## config.mk

```make
export PLATFORM = sky130hd
export DESIGN_NAME = bnn_pix_packer
export DESIGN_NICKNAME = d
export VERILOG_FILES = /design/src/rtl/bnn_pix_packer.sv
export SDC_FILE = /design/constraint.sdc
export NUM_CORES = 2
export LEC_CHECK = 0
export CAP_MARGIN = 20
export CORE_UTILIZATION = 30
export CTS_CLUSTER_SIZE = 8
export DETAILED_ROUTE_END_ITERATION = 6
export SYNTH_ARGS = -nofsm -noshare
export SYNTH_HDL_FRONTEND = slang
export SYNTH_SLANG_ARGS = --single-unit
```

## constraint.sdc

```tcl
create_clock -name clk -period 2.8 [get_ports clk]
set_input_delay 0.28 -clock clk [delete_from_list [all_inputs] [get_ports clk]]
set_output_delay 0.28 -clock clk [all_outputs]
set_load 0.02 [all_outputs]
```

## src/rtl/bnn_pix_packer.sv

```systemverilog
// Binarizes a serial pixel stream against a threshold and packs WIDTH0 pixels per vector.
// A full frame loads vecX one edge after its last beat; a second frame waits in asm and stalls pix_ready.
module bnn_pix_packer #(
   parameter int WIDTH0 = 784,
   parameter int PIX_W  = 8,
   parameter int CNT_W  = 8
) (
   input  logic              clk,
   input  logic              rst,
   input  logic [PIX_W-1:0]  thresh,
   input  logic [PIX_W-1:0]  pix,
   input  logic              pix_sof,
   input  logic              pix_valid,
   output logic              pix_ready,
   output logic [WIDTH0-1:0] vecX,
   output logic              vecX_valid,
   input  logic              vecX_ready,
   output logic [CNT_W-1:0]  drop_cnt
);
   localparam int IDX_W = (WIDTH0 > 1) ? $clog2(WIDTH0) : 1;
   localparam logic [IDX_W-1:0] LAST_IDX = IDX_W'(WIDTH0 - 1);

   logic [WIDTH0-1:0] asmVec;
   logic [WIDTH0-1:0] asmNext;
   logic              asmFull;
   logic [IDX_W-1:0]  idx;
   logic [IDX_W-1:0]  curIdx;
   logic              accept;
   logic              pixBit;
   logic              midSof;
   logic              lastBeat;
   logic              slotFree;

   assign pix_ready = !asmFull;
   assign accept    = pix_valid && !asmFull;
   assign pixBit    = (pix >= thresh);
   // A mid-frame SOF restarts packing with this beat as pixel 0.
   assign midSof    = accept && pix_sof && (idx != '0);
   assign curIdx    = midSof ? '0 : idx;
   assign lastBeat  = accept && (curIdx == LAST_IDX);
   assign slotFree  = !vecX_valid || vecX_ready;

   always_comb begin
      asmNext         = asmVec;
      asmNext[curIdx] = pixBit;
   end

   always_ff @(posedge clk or negedge rst) begin
      if (!rst) begin
         asmVec     <= '0;
         asmFull    <= 1'b0;
         idx        <= '0;
         drop_cnt   <= '0;
         vecX       <= '0;
         vecX_valid <= 1'b0;
      end else begin
         if (accept) begin
            asmVec <= asmNext;
            idx    <= lastBeat ? '0 : curIdx + IDX_W'(1);
            if (midSof && (drop_cnt != '1))
               drop_cnt <= drop_cnt + CNT_W'(1);
         end

         // asmFull implies vecX_valid, so a ready consumer always frees the slot here.
         if (asmFull && vecX_ready) begin
            vecX       <= asmVec;
            vecX_valid <= 1'b1;
            asmFull    <= 1'b0;
         end else if (lastBeat && slotFree) begin
            vecX       <= asmNext;
            vecX_valid <= 1'b1;
         end else if (lastBeat) begin
            asmFull    <= 1'b1;
         end else if (vecX_valid && vecX_ready) begin
            vecX_valid <= 1'b0;
         end
      end
   end
endmodule

```

==> metrics.cfg <==
[route]
drc = 8
ant_nets = 0
first_iter_violations = 7070
first_pass_iters = 7
wl_per_cell_um = 27.9
num_vias = 56600
routed_wirelength_um = 283000
vias_per_cell = 5.59

[worst_setup_path]
startpoint = asmFull
critical_path.max_stage_delay_ps = 440
reg2reg_slack_ps = -40
cp-start-kind = flip-flop
slowest_stage = dfrtp_1
crit_buf_inv = 5
critPathArrivalTime_ps = 3550
crit_fanout = 14
r2r_start = asmFull
cpLargestDelayFamily = simple AND/OR/NAND/NOR gates
cp-end-kind = flip-flop
crit_required_ps = 3510
r2r_end = vecX[29]
worst-setup-path-type = flip-flop to flip-flop
reg2regPathDepth = 12
cp_cell_sequence = nand3b_1, buf_6, and2_4, ha_4, nand4b_1, nor4_4, a21oi_4, buf_6, buf_16, buf_16, clkbuf_16, mux2_4

[final_layout]
layout.filler_cells = 20100
drive_above_1_share_pct = 15.0
area_growth_pct = 36.3
layoutNonFillerInstCount = 10100
fin_area_um2 = 87900
final_core_util_pct = 41.3
fin_nets = 7306

[min_path]
hold_end = asmFull
min_from = vecX_ready
hold_class = input port to flip-flop
hold_path_depth = 3

[logic_synthesis]
yosys-top-cells-count = dfrtp_1 (1588), o21ai_0 (1016), a21oi_1 (1006)
synth_edf_count = 0
synth_area_um2 = 64500
synth_area_leaders = dfrtp_1 (62%), o21ai_0 (7.9%), a21oi_1 (7.8%)
synthFlopType = dfrtp_1
synthCells = 6292
synth_top_area_share_pct = 61.6
syn_nets = 6326
synth-seq-cells = 1588
synth_most_common_cell = dfrtp_1
synthArstFlopShare_pct = 100
synth_cell_types = 55
yosysTopAreaCell = dfrtp_1
synth.avg_cell_area_um2 = 10.2
ys_warn_count = 0
synth.yosys.seq_area_share_pct = 61.6

[floorplan]
row_count = 169
die_h_um = 466
io_pins = 815
die_area_um2 = 217000
start_util_pct = 30.3
fp.dieW_um = 466
coreArea_um2 = 213000

[clocking]
cts_buffers = 221
cts_tree = built
cts_buffer_depth = 3
cts_root_buf = clkbuf_16
clkTransAtPathRegs_ps = 50
htree_levels = 4
cts.sinks = 1588
clk_latency_ps = 880

[timing]
rsz0062_at_grt = yes
fin_crit_sh_pct = 101
slew_viol_final = 0
setup_violations = 22
finalHoldViolCount = 0
worst_pin_slew_ps = 1080
max_freq_mhz = 352
finalWorstSetupSlack_ps = -38.8
fin_crit_ps = 2840
fin_skew_ps = 76.4
holdWs_ps = 147
slew_headroom_pct = 27.5

[power_and_ir_drop]
power_leakage_nw = 37.5
pwr-share-comb_pct = 11.5
power.total_mw = 54.6
power_switching_mw = 15.1
ir_worst_vdd_mv = 0.668
p_int_mw = 39.6
powerDensity_nw_per_um2 = 621
seqPwrFrac_pct = 43.7
power.share.clock_pct = 44.8
swShare_pct = 27.6

[placed_design]
place_inst = 9813
dp_hpwl_um = 194000
placement.io_buffers = 814
place_area_um2 = 80500
gp_congestion = 0.883

[global_routing]
grt_pass1_vias = 52700
grt_max_degree = 100
grt_overflow = 0
grt_pass1_wl_um = 390000
grt_antenna_before_repair = 10
grt_usage_pct = 25.0

[status]
status = complete, but fails checks
violations = design-rule violations, negative setup slack

[run]
maxCapViolCount = 0

==> metal layers <==
metal | part of all wire (%) | track usage, %
met3 | 8.4 | 5.15
met2 | 43 | 36.5
met5 | 0.016 | 0
met4 | 7.0 | 16.4
met1 | 41 | 33.4
==> power by group through the flow <==
stage / logic (mW) / registers, mW / clock network (mW)
finish: 6.26 / 23.9 / 24.5
floorplan: 2.48 / 24.2 / 0
detailed placement: 6.15 / 24.2 / 0
global route: 6.62 / 23.9 / 25.8
global placement: 6.08 / 24.2 / 0
CTS: 6.17 / 23.9 / 24.8
==> kinds of logic (layout without fill, tap and decap cells) <==
logic type / after synthesis / count (layout) / synth area share (%)
other: 0 / 13 / 0
buffers and inverters: 684 / 1695 / 4.60
XOR/XNOR: 7 / 7 / 0.0951
adder cells (fa/ha/maj): 13 / 13 / 0.252
AO/OA/AOI/OAI: 2936 / 2936 / 24.6
AND/OR/NAND/NOR: 939 / 939 / 6.04
multiplexers: 125 / 125 / 2.79
flip-flops: 1588 / 1588 / 61.6
==> worst min-delay path, stage by stage <==
cell	delay, ps
clkdlybuf4s50_1	500
buf_4	130
nor2_1	60
==> per-stage QoR <==
step / setup TNS (ps) / worst slack (ps)
after floorplan: 0 / 40.7
after global placement: -527390 / -679
after detailed placement: -429210 / -575
after CTS: -7.14 / -7.14
after global routing: -3830 / -75.5
final: -304 / -38.8
==> state kept, by name, summed over array words and instances (netlist names) <==
name,count
asmFull,1
drop_cnt,8
idx,10
vecX,784
asmVec,784
vecX_valid,1
==> worst max path at each step <==
stage / endpoint / slack (ps) / depth (start not counted)
after floorplan: vecX[0] / 40 / 13
after global placement: vecX[275] / -680 / 13
after detailed placement: vecX[243] / -570 / 13
after CTS: vecX[260] / -7 / 14
after global routing: vecX[147] / -80 / 13
final: vecX[29] / -40 / 12
==> layout make-up <==
cell class / instances / area [um^2] / share of cell area [%]
flip-flops and latches: 1588 / 39700 / 45.2
multi-input cells: 4020 / 22500 / 25.6
repair buffers: 1428 / 16000 / 18.2
clock buffers: 234 / 5670 / 6.45
well taps: 2821 / 3530 / 4.02
clock inverters: 20 / 438 / 0.498
inverters: 13 / 48.8 / 0.0555
diodes: 13 / 32.5 / 0.0370
==> placed cells by master, fill, tap and decap left out, types with 4 or more instances in the layout <==
cell type	count
nand2_4	9
dfrtp_1	1588
nor2b_1	5
nand3_1	23
buf_6	27
nand3_4	7
nand3b_1	6
clkinv_16	11
buf_16	14
clkbuf_16	248
nor3_2	16
mux2_2	15
ha_1	11
nand4_1	4
o31ai_1	80
o21ai_0	949
nor3_1	22
and3_1	4
nor2_4	38
inv_1	12
nand2_1	709
nand2_2	4
clkbuf_1	5
diode_2	13
nand2b_1	5
mux2_4	104
nor2_2	5
buf_4	354
a21oi_1	1005
nor2_1	40
mux2_1	6
clkdlybuf4s50_1	813
buf_12	190
nor3_4	13
xnor2_1	5
o21ai_1	169
a31oi_1	710
clkbuf_8	7
==> timing repair <==
item,in CTS,in global routing
hold endpoints to repair,641,0
setup endpoints to repair,911,573
setup buffers,7,16
resized for setup,4,113
hold buffers,3,0
pin swaps,4,3
gates cloned,0,30
Note: power is estimated with default switching activity, not from simulation.
